<file path="config.mk">
export PLATFORM = sky130hd
export DESIGN_NAME = ser2par_hs
export DESIGN_NICKNAME = d
export VERILOG_FILES = /design/src/rtl/ser2par_pkg.sv /design/src/rtl/ser2par_shreg.sv /design/src/rtl/ser2par_hs.sv
export SDC_FILE = /design/constraint.sdc
export NUM_CORES = 1
export LEC_CHECK = 0
export BUFFER_PORTS_ARGS = -buffer_cell sky130_fd_sc_hd__buf_2
export CORE_AREA = 2 2 48 50
export CTS_CLUSTER_DIAMETER = 150
export DETAILED_ROUTE_END_ITERATION = 6
export DIE_AREA = 0 0 50 52
export GPL_TIMING_DRIVEN = 0
export PLACE_DENSITY = 0.8
export SLEW_MARGIN = 0
export SYNTH_ARGS = -nofsm -noshare
export SYNTH_HDL_FRONTEND = slang
export SYNTH_SLANG_ARGS = --single-unit
</file>
<file path="constraint.sdc">
create_clock -name clk -period 1.3 [get_ports clk]
set_input_delay 0.065 -clock clk [delete_from_list [all_inputs] [get_ports clk]]
set_output_delay 0.065 -clock clk [all_outputs]
set_load 0.05 [all_outputs]
</file>
<file path="src/rtl/ser2par_pkg.sv">
// Shared types and frame-length helper for ser2par_hs.
// Build option: define SER2PAR_PARITY_EN to append one parity bit to every frame.
package ser2par_pkg;

    typedef enum logic {
        IDLE  = 1'b0,
        SHIFT = 1'b1
    } state_e;

`ifdef SER2PAR_PARITY_EN
    localparam bit PARITY_EN = 1'b1;
`else
    localparam bit PARITY_EN = 1'b0;
`endif

    function automatic int unsigned frame_len(input int unsigned width);
        return width + (PARITY_EN ? 32'd1 : 32'd0);
    endfunction

endpackage

</file>
<file path="src/rtl/ser2par_shreg.sv">
// WIDTH-bit shift register with selectable entry side and running parity of the
// bits shifted in; shifted_o previews the value after shifting in bit_i.
module ser2par_shreg #(
    parameter int unsigned WIDTH     = 8,
    parameter bit          MSB_FIRST = 1'b1
) (
    input  logic             clk,
    input  logic             reset_n,
    input  logic             clr_i,
    input  logic             shift_i,
    input  logic             bit_i,
    output logic [WIDTH-1:0] data_o,
    output logic [WIDTH-1:0] shifted_o,
    output logic             parity_o
);

    logic [WIDTH-1:0] data_q;
    logic             par_q;

    always_comb begin
        shifted_o = MSB_FIRST ? {data_q[WIDTH-2:0], bit_i} : {bit_i, data_q[WIDTH-1:1]};
    end

    always_ff @(posedge clk) begin
        if (!reset_n) begin
            data_q <= '0;
            par_q  <= 1'b0;
        end else if (clr_i) begin
            data_q <= '0;
            par_q  <= 1'b0;
        end else if (shift_i) begin
            data_q <= shifted_o;
            par_q  <= par_q ^ bit_i;
        end
    end

    assign data_o   = data_q;
    assign parity_o = par_q;

endmodule

</file>
<file path="src/rtl/ser2par_hs.sv">
// Serial-to-parallel converter with ready/valid output, abort and overrun flags.
// Build option: SER2PAR_PARITY_EN (see ser2par_pkg) enables a trailing parity bit.
module ser2par_hs
    import ser2par_pkg::*;
#(
    parameter int unsigned WIDTH      = 8,
    parameter bit          MSB_FIRST  = 1'b1,
    parameter bit          PARITY_ODD = 1'b0
) (
    input  logic             clk,
    input  logic             reset_n,
    input  logic             start,
    input  logic             bit_en,
    input  logic             serial_in,
    output logic [WIDTH-1:0] data_out,
    output logic             out_valid,
    input  logic             out_ready,
    output logic             frame_abort,
    output logic             overrun,
    output logic             parity_err
);

    localparam int unsigned    FRAME_LEN = frame_len(WIDTH);
    localparam int unsigned    CW        = $clog2(WIDTH + 2);
    localparam logic [CW-1:0]  LAST_IDX  = CW'(FRAME_LEN - 1);
    localparam logic [CW-1:0]  DATA_BITS = CW'(WIDTH);

    state_e           state_q, state_d;
    logic [CW-1:0]    cnt_q, cnt_d;
    logic [WIDTH-1:0] data_q, data_d;
    logic             valid_q, valid_d;
    logic             abort_q, abort_d;
    logic             ovr_q, ovr_d;
    logic             perr_q, perr_d;

    logic             sample, complete, shift_en;
    logic [WIDTH-1:0] sh_data, sh_shifted, word;
    logic             sh_par, word_perr;

    ser2par_shreg #(
        .WIDTH     (WIDTH),
        .MSB_FIRST (MSB_FIRST)
    ) u_shreg (
        .clk       (clk),
        .reset_n   (reset_n),
        .clr_i     (start),
        .shift_i   (shift_en),
        .bit_i     (serial_in),
        .data_o    (sh_data),
        .shifted_o (sh_shifted),
        .parity_o  (sh_par)
    );

    always_comb begin
        sample   = (state_q == SHIFT) && bit_en;
        complete = sample && (cnt_q == LAST_IDX);
        // parity bit is counted but never enters the shift register
        shift_en = sample && !start && (cnt_q < DATA_BITS);
        abort_d  = (state_q == SHIFT) && start && !complete;
        // with parity the data bits are already stored when the parity bit arrives
        word      = PARITY_EN ? sh_data : sh_shifted;
        word_perr = PARITY_EN && ((sh_par ^ serial_in) != PARITY_ODD);
    end

    always_comb begin
        state_d = state_q;
        cnt_d   = cnt_q;
        unique case (state_q)
            IDLE: begin
                if (start) begin
                    state_d = SHIFT;
                    cnt_d   = '0;
                end
            end
            SHIFT: begin
                if (complete) begin
                    state_d = start ? SHIFT : IDLE;
                    cnt_d   = '0;
                end else if (start) begin
                    cnt_d = '0;
                end else if (bit_en) begin
                    cnt_d = cnt_q + CW'(1);
                end
            end
            default: state_d = IDLE;
        endcase
    end

    always_comb begin
        data_d  = data_q;
        valid_d = valid_q;
        ovr_d   = ovr_q;
        perr_d  = perr_q;
        if (complete) begin
            if (!valid_q || out_ready) begin
                data_d  = word;
                perr_d  = word_perr;
                valid_d = 1'b1;
            end else begin
                ovr_d = 1'b1;
            end
        end else if (valid_q && out_ready) begin
            valid_d = 1'b0;
        end
    end

    always_ff @(posedge clk) begin
        if (!reset_n) begin
            state_q <= IDLE;
            cnt_q   <= '0;
            data_q  <= '0;
            valid_q <= 1'b0;
            abort_q <= 1'b0;
            ovr_q   <= 1'b0;
            perr_q  <= 1'b0;
        end else begin
            state_q <= state_d;
            cnt_q   <= cnt_d;
            data_q  <= data_d;
            valid_q <= valid_d;
            abort_q <= abort_d;
            ovr_q   <= ovr_d;
            perr_q  <= perr_d;
        end
    end

    assign data_out    = data_q;
    assign out_valid   = valid_q;
    assign frame_abort = abort_q;
    assign overrun     = ovr_q;
    assign parity_err  = perr_q;

endmodule

</file>
==> out/metrics.yaml, run 1 <==
global_route:
  antenna_found_initial: 0
  grtUsageTotal_pct: 15.40
  overflow: 0
  grt_pass1_vias: 705
  grt_pass1_wl_mm: 2.980
  grt_max_degree: 13
routing:
  finalWirelength_mm: 1.832
  avgViaCountPerCell: 4.877
  via_count: 712
  drt_iter0_drc: 16
  route.detailed.drc: 0
  drtPass1Iterations: 6
  antenna_left: 0
  routedWlPerCell_um: 12.55
finish:
  final_common_cell: "nand2_1"
  layout-drive-gt1-share_pct: 29.66
  num-nets-final: 126
  final_cell_mix: "21 x nand2_1, 19 x dfxtp_1, 16 x buf_2"
  syn2layout_area_growth_pct: 23.71
  n_antenna_cell: 0
setup_path:
  worstPathRequired_ps: 1550
  crit_fanout: 3
  worstSetupEndpointType: "flop"
  start_kind: "flop"
  arrival_ps: 1500
  crit_type: "flop to flop"
die:
  ios: 18
  dieWidth_um: 50
  coreArea_mm2: 0.002106
  dieHeight_um: 52
  die_area_mm2: 0.002600
  start_util_pct: 43.61
  num_rows: 17
clock_tree:
  cts_buffer_depth: 2
  cts_sinks: 23
  tritoncts: "built"
  clock_latency_ps: 310
  htreeDepth: 1
  root_buffer: "clkbuf_4"
  clk_pin_slew_ps: 120
  cts_buffers: 3
synth:
  syn_area_um2: 918.4
  synth_top_area_share_pct: 50.14
  postSynthCellCount: 95
  synth_area_leader_cell: "dfxtp_1"
  ys_types: 24
  muxShareOfSynthArea_pct: 16.35
  ys_seq_area_share_pct: 50.14
  synthSimpleGateAreaFrac_pct: 23.43
  yosysWarnings: 0
  syn_avg_cell_area_um2: 9.667
  synth_compound_area_share_pct: 3.815
  synth_xor_area_share_pct: 1.907
  synth_top_family_by_area: "simple AND/OR/NAND/NOR gates"
  synth_area_leaders: "dfxtp_1 50%, mux2i_1 16%, nand2_1 8.6%"
  syn-num-nets: 102
  synthAdderAreaFrac_pct: 1.362
  ys_ff_latch: 23
power_and_ir_drop:
  p_leak_nw: 0.4523
  ir_drop_mv: 0.8932
  power_density_mw_per_mm2: 980.1
  finalPower_mw: 1.113
sta:
  fin_crit_sh_pct: 96.30
  hold_viol_final: 0
  finalSetupViolCount: 0
  skew_ps: 4.724
  slew_violations: 0
  fmax_ghz: 0.7988
  rsz0062_at_grt: "true"
  whs_ps: 16.59
  fin_crit_ps: 1252
placement:
  gp_congestion: 0.6730
  port_buffers: 16
  dp_hpwl_mm: 1.300
outcome:
  outcome: "finished clean"
flow_run:
  max_cap_violations: 0
hold_path:
  min_path_type: "input pin to flop"
[kinds of logic (layout without fill, tap and decap cells)]
family | Yosys count | count (layout)
adders and majority gates | 1 | 1
AOI/OAI and AO/OA | 6 | 6
muxes | 15 | 15
and+or+nand+nor | 42 | 42
xor gates and xnor gates | 2 | 2
buffers and inverters | 5 | 28
other | 1 | 1
DFF | 23 | 23
[report_power, final]
| part | switching (mW) | internal [mW] | total (mW) |
|---|---|---|---|
| registers | 0.00673 | 0.707 | 0.714 |
| logic | 0.0483 | 0.0263 | 0.0746 |
| clock network | 0.205 | 0.120 | 0.325 |
| total | 0.260 | 0.854 | 1.11 |
[metal layers]
layer	up-vias	part of all wire, %	track usage [%]
met4	0	0.55	4.167
met2	14	51	29.17
met1	333	44	15.86
met5	-	0	0
li1	363	-	-
met3	2	4.0	5.460
[per-stage QoR]
stage / setup slack [ps] / utilization [%] / std cells / TNS (ps) / cell area, um2
6_report: 48.04 / 53.95 / 146 / 0 / 1136
3_5_place_dp: -146.6 / 49.85 / 139 / -961.9 / 1050
5_1_grt: -23.84 / 53.95 / 146 / -37.80 / 1136
3_3_place_gp: -62.27 / 49.85 / 139 / -438.4 / 1050
2_1_floorplan: 18.79 / - / 95 / 0 / 934.6
4_1_cts: 47.21 / 52.11 / 144 / 0 / 1097
[path summary, 6_finish.rpt]
path | startpoint | to | slack [ps] | cells after the start
worst max register to register | cnt_q[1]$_SDFFE_PN0P_ | cnt_q[3]$_SDFFE_PN0P_ | 50 | 3
worst max-delay path | cnt_q[1]$_SDFFE_PN0P_ | cnt_q[3]$_SDFFE_PN0P_ | 50 | 3
worst min-delay path | reset_n | overrun$_SDFFE_PN0P_ | 20 | 3
worst min register to register | data_out[0]$_SDFFE_PN0P_ | data_out[0]$_SDFFE_PN0P_ | 470 | 2
[what timing repair did]
item                                    CTS  global route
buffers inserted                          1             2
hold buffers                              0             1
resized for setup                         1             6
endpoints found under the setup margin   14             9
pin swaps                                 1             1
endpoints found under the hold margin     0             1
[layout make-up]
cell class / count / area, um2
Tap cell: 28 / 35.03
Sequential cell: 23 / 473.0
Timing Repair Buffer: 20 / 125.1
Clock buffer: 4 / 26.28
Fill cell: 197 / 969.7
Multi-Input combinational cell: 67 / 457.9
Buffer: 4 / 18.77
[critical path, stage by stage (launching register included)]
cell	delay, ps
dfxtp_4	370
ha_4	170
or4_4	510
a21oi_2	150
[registers in the layout, summed over array words and instances (netlist names)]
register and flops:
overrun 1, cnt_q 4, u_shreg.data_o 7, out_valid 1
frame_abort 1, state_q 1, data_out 8
[synth_stat cells]
cell / instances
o21ai_0: 2
nor2b_1: 1
nor3b_1: 1
a21oi_1: 2
nand2_2: 1
xor2_1: 2
clkbuf_1: 3
nand2_1: 21
conb_1: 1
nand2b_1: 1
ha_1: 1
o31ai_1: 1
nor2_1: 10
o21a_1: 1
or4_1: 1
and4bb_2: 1
nand4_1: 1
dfxtp_1: 23
nand3_1: 2
buf_4: 1
nand3b_4: 1
buf_2: 1
nor3_4: 1
mux2i_1: 15
Power figures use the tool's default switching activity.
==> run 2, diff against run 1 <==
Settings changed: ABC_AREA set to 1, CORE_AREA 2 2 48 50 to 2 2 52 54, DIE_AREA 0 0 50 52 to 0 0 54 56, PLACE_DENSITY 0.8 to 0.72, SLEW_MARGIN 0 to not set.
==> out/metrics.yaml, run 2 <==
outcome:
  outcome: "finished clean"
synth:
  synth_top_area_share_pct: 49.40
  yosysWarnings: 0
  syn-num-nets: 125
  synthFlopType: "dfxtp_1"
  synth_edf_count: 0
  synth_area_leaders: "dfxtp_1 49%, nor2_1 8.5%, a21oi_1 6.4%"
  syn_avg_cell_area_um2: 7.900
  postSynthCellCount: 118
  syn_area_um2: 932.1
  synth_area_leader_cell: "dfxtp_1"
  ys_async_sr_fraction_pct: 0
  ys_types: 20
  ys_ff_latch: 23
  yosysMostFrequentCell: "dfxtp_1"
  synth_common_cells: "23 x dfxtp_1, 21 x nor2_1, 13 x nand2_1, 12 x a21oi_1"
  ys_seq_area_share_pct: 49.40
power_and_ir_drop:
  power_frac_comb_pct: 6.8
  p_sw_share_pct: 24.45
  ir_drop_mv: 0.4061
  p_seq_share_pct: 63.6
  power_density_mw_per_mm2: 976.1
  finalPower_mw: 1.128
  p_leak_nw: 0.4676
  power.internal_uw: 852.6
  p_clk_share_pct: 29.7
  net-switching-power_uw: 275.9
finish:
  n_antenna_cell: 0
  final_cell_mix: "21 x dfxtp_1, 20 x nor2_1, 17 x buf_2"
  syn2layout_area_growth_pct: 24.03
  final_cell_area_mm2: 0.001156
  largest_reg_flops: 8
  final_common_cell: "dfxtp_1"
  fillers: 242
  num-nets-final: 151
  layout-drive-gt1-share_pct: 28.67
clock_tree:
  clock_latency_ps: 310
  cts_sinks: 23
  root_buffer: "clkbuf_4"
  cts_buffers: 3
  cts_buffer_depth: 2
  clk_pin_slew_ps: 130
  tritoncts: "built"
  htreeDepth: 1
setup_path:
  timing.rr.end: "data_out[7]$_SDFFE_PN0P_"
  worstPathRequired_ps: 1550
  cp-endpoint: "data_out[7]$_SDFFE_PN0P_"
  ff2ff_path_depth: 6
  reg2reg_from: "cnt_q[0]$_SDFFE_PN0P_"
  worstSetupEndpointType: "flop"
  start_kind: "flop"
  arrival_ps: 1500
  crit_fanout: 5
  r2r_slack_ps: 50
  crit_start: "cnt_q[0]$_SDFFE_PN0P_"
  crit_type: "flop to flop"
sta:
  fmax_ghz: 0.8026
  finalSetupViolCount: 0
  skew_ps: 3.691
  fin_crit_ps: 1246
  tns_ps: 0
  slew_violations: 0
  hold_viol_final: 0
  fin_crit_sh_pct: 95.85
  whs_ps: 17.82
routing:
  drt_iter0_drc: 13
  avgViaCountPerCell: 5.012
  route.detailed.drc: 0
  antenna_left: 0
  routedWlPerCell_um: 11.40
  drtPass1Iterations: 4
  finalWirelength_mm: 1.972
  via_count: 867
die:
  die_area_mm2: 0.003024
  ios: 18
  dieWidth_um: 54
  start_util_pct: 38.32
  dieHeight_um: 56
  coreArea_mm2: 0.002432
  num_rows: 18
hold_path:
  min_path_type: "input pin to flop"
placement:
  port_buffers: 16
  gp_congestion: 0.8481
  dp_hpwl_mm: 1.368
  placed_area_mm2: 0.001050
global_route:
  grt_pass1_vias: 723
  grt_pass1_wl_mm: 3.091
  overflow: 0
  antenna_found_initial: 0
  grt_max_degree: 14
  grtUsageTotal_pct: 13.54
flow_run:
  max_cap_violations: 0
-- run 2: critical path: stages (launching register included) --
cell	delay [ps]
dfxtp_4	390
ha_4	150
nand2_2	70
nor2_4	180
buf_2	180
nand4_1	80
a21oi_1	150
-- run 2: worst min path at each step --
stage | startpoint | end | cells after the start
6_report | serial_in | u_shreg.data_o[0]$_SDFFE_PP0P_ | 3
5_1_grt | serial_in | u_shreg.data_o[0]$_SDFFE_PP0P_ | 3
4_1_cts | serial_in | u_shreg.data_o[0]$_SDFFE_PP0P_ | 3
3_5_place_dp | reset_n | overrun$_SDFFE_PN0P_ | 2
3_3_place_gp | reset_n | overrun$_SDFFE_PN0P_ | 2
2_1_floorplan | reset_n | overrun$_SDFFE_PN0P_ | 1
-- run 2: metal layers --
| metal | vias to the layer above | share of wire (%) | track usage (%) |
|---|---|---|---|
| met5 | - | 0 | 0 |
| met4 | 0 | 2.4 | 7.500 |
| met3 | 4 | 3.7 | 1.613 |
| met2 | 20 | 50 | 21.08 |
| met1 | 401 | 44 | 17.61 |
| li1 | 442 | - | - |
-- run 2: cell type report --
cell class | instances | area [um2] | share of cell area (%)
plain buffers | 5 | 41.29 | 3.571
clock buffers | 3 | 22.52 | 1.948
clock inverters | 1 | 5.005 | 0.4329
inverters | 9 | 35.03 | 3.030
multi-input cells | 81 | 431.7 | 37.34
flip-flops and latches | 23 | 465.4 | 40.26
well taps | 30 | 37.54 | 3.247
repair buffers | 21 | 117.6 | 10.17
-- run 2: cell families (layout without fill, tap and decap cells) --
family,count (synthesis),count (layout),share of synthesized area [%]
other,1,1,0.4023
adder cells (fa/ha/maj),1,1,1.342
buffers and inverters,14,39,8.188
flip-flops,23,23,49.40
AO/OA/AOI/OAI,22,22,12.08
AND/OR/NAND/NOR,57,57,28.59
-- run 2: timing repair --
item / CTS / global route
endpoints found under the setup margin: 8 / 16
hold endpoints to repair: 1 / 0
gates resized for setup: 1 / 9
hold buffers: 1 / 0
gates cloned: 0 / 1
setup buffers: 0 / 3
pin swaps: 0 / 2
-- run 2: per-stage QoR --
stage / util (%) / worst slack [ps] / instances
after CTS: 44.91 / 1.339 / 169
after detailed placement: 43.16 / -68.99 / 164
after floorplan: - / 107.0 / 118
after global routing: 47.53 / -19.04 / 173
final: 47.53 / 54.01 / 173
after global placement: 43.16 / -41.02 / 164
-- run 2: power groups by stage --
| stage | clock, mW | combinational (mW) | sequential [mW] |
|---|---|---|---|
| after floorplan | 0 | 0.0440 | 0.737 |
| after global routing | 0.366 | 0.0867 | 0.719 |
| after detailed placement | 0 | 0.0685 | 0.734 |
| final | 0.335 | 0.0764 | 0.717 |
| after global placement | 0 | 0.0666 | 0.734 |
| after CTS | 0.341 | 0.0708 | 0.718 |
==> run 3, diff against run 2 <==
Settings changed: ABC_AREA 1 to not set, CORE_AREA 2 2 52 54 to 2 2 51 53, DIE_AREA 0 0 54 56 to 0 0 53 55, GPL_TIMING_DRIVEN 0 to 1, PLACE_DENSITY 0.72 to 0.73.
==> out/metrics.yaml, run 3 (same netlist as run 1, synthesis figures left out) <==
global_route:
  overflow: 0
  grt_most_used_layer: "met2"
  grt_max_degree: 20
  met3_usage_pct: 4.839
  use_met1_pct: 15.63
  antenna_found_initial: 0
  grt_pass1_wl_mm: 2.842
  grtUsageTotal_pct: 13.66
  grt_use_met2_pct: 22.92
  grt_pass1_vias: 672
power_and_ir_drop:
  ir_drop_mv: 0.7046
  power_frac_comb_pct: 6.9
  p_seq_share_pct: 63.4
  p_sw_share_pct: 24.10
  net-switching-power_uw: 272.1
  p_leak_nw: 0.4486
  p_clk_share_pct: 29.7
  power.internal_uw: 856.8
  power_density_mw_per_mm2: 995.9
die:
  dieWidth_um: 53
  die_area_mm2: 0.002915
  coreArea_mm2: 0.002365
  ios: 18
  num_rows: 18
  start_util_pct: 38.84
  dieHeight_um: 55
placement:
  dp_hpwl_mm: 1.199
  port_buffers: 16
  gp_congestion: 0.8353
setup_path:
  crit_start: "start"
  crit_fanout: 7
  arrival_ps: 1470
  crit_type: "input pin to flop"
  worstPathRequired_ps: 1500
  crit_family: "buffers and inverters"
  worstSetupEndpointType: "flop"
  start_kind: "input pin"
  reg2reg_from: "cnt_q[0]$_SDFFE_PN0P_"
  cp_slowest_cell: "dlygate4sd3_1"
  worst-path-stages: 5
  path_cells: "dlygate4sd3_1 > buf_2 > and4bb_2 > mux2i_1 > nor2_1"
  ff2ff_path_depth: 5
  cpPeakStageDelay_ps: 530
  critPathBufInv: 2
sta:
  skew_ps: 6.633
  rsz0062_at_grt: "false"
  fin_crit_sh_pct: 97.23
  finalSetupViolCount: 0
  tns_ps: 0
  fmax_ghz: 0.7911
  hold_viol_final: 0
  slew_violations: 0
  fin_crit_ps: 1264
  whs_ps: 28.63
clock_tree:
  root_buffer: "clkbuf_4"
  clk_pin_slew_ps: 130
  htreeDepth: 1
  cts_sinks: 23
  cts_buffers: 3
  cts_buffer_depth: 2
  clock_latency_ps: 310
  tritoncts: "built"
finish:
  final_cell_mix: "21 x nand2_1, 18 x dfxtp_1, 16 x buf_2"
  fin_util_pct: 47.94
  syn2layout_area_growth_pct: 23.43
  final_common_cell: "nand2_1"
  num-nets-final: 124
  layout-drive-gt1-share_pct: 31.03
  n_antenna_cell: 0
  largest_reg_flops: 8
  fillers: 236
hold_path:
  hold_start: "reset_n"
  min_path_type: "input pin to flop"
  hold_depth: 3
flow_run:
  max_cap_violations: 0
routing:
  avgViaCountPerCell: 4.760
  drt_iter0_drc: 18
  routedWlPerCell_um: 11.46
  antenna_left: 0
  drtPass1Iterations: 4
  via_count: 695
  finalWirelength_mm: 1.673
  route.detailed.drc: 0
outcome:
  outcome: "finished clean"
-- run 3: cell types whose count changed in the layout (fill, tap and decap cells not counted), sizes merged, moves of 5 or more --
| cell | before | now |
|---|---|---|
| mux2i | 0 | 15 |
| nand2 | 17 | 22 |
| nor2 | 23 | 10 |
| o21ai | 9 | 2 |
| inv | 8 | 0 |
| nand4 | 9 | 1 |
| a21oi | 12 | 2 |
-- run 3: stage by stage --
stage / total power, mW / setup WS (ps) / std cells / cell area [um2]
floorplan: 0.7808 / 18.79 / 95 / 934.6
global placement: 0.8003 / 98.01 / 139 / 1064
detailed placement: 0.8029 / 36.56 / 139 / 1064
CTS: 1.143 / 10.90 / 145 / 1114
global route: 1.198 / 4.296 / 146 / 1134
finish: 1.129 / 35.98 / 146 / 1134
-- run 3: path summary, 6_finish.rpt --
path                                    endpoint  slack, ps
setup / recovery  u_shreg.data_o[3]$_SDFFE_PP0P_         40
hold reg to reg             overrun$_SDFFE_PN0P_        470
setup reg to reg        data_out[6]$_SDFFE_PN0P_         80
hold / removal            frame_abort$_SDFF_PN0_         30
-- run 3: repair_timing --
action                     in CTS  in global routing
hold buffers                    2                  0
buffers inserted                0                  1
resized for setup               0                  5
setup endpoints to repair       0                  9
hold endpoints to repair        2                  0
-- run 3: routing by layer --
metal  wire [um]  part of all wire, %  vias up
li1            -                    -      354
met1         779                   47      324
met2         792                   47       15
met3          73                  4.4        2
met4          27                  1.6        0
met5           0                    0        -
-- run 3: cell type report --
type,count,area [um2],share of cell area (%)
sequential,23,469.2,41.39
timing repair buffer,22,142.6,12.58
clock buffer,3,22.52,1.987
clock inverter,1,7.507,0.6623
tap,30,37.54,3.311
multi-input combinational,67,454.2,40.07
-- run 3: worst min-delay path: cells and delay by family --
family                 cells  cell delay, ps
and+or+nand+nor            2             130
buffers and inverters      1             120
-- run 3: power groups by stage --
stage          registers, mW  logic, mW  clock network, mW
6_report               0.716     0.0778              0.335
5_1_grt                0.717     0.0846              0.396
4_1_cts                0.717     0.0752              0.351
3_5_place_dp           0.733     0.0702                  0
3_3_place_gp           0.732     0.0685                  0
2_1_floorplan          0.737     0.0439                  0
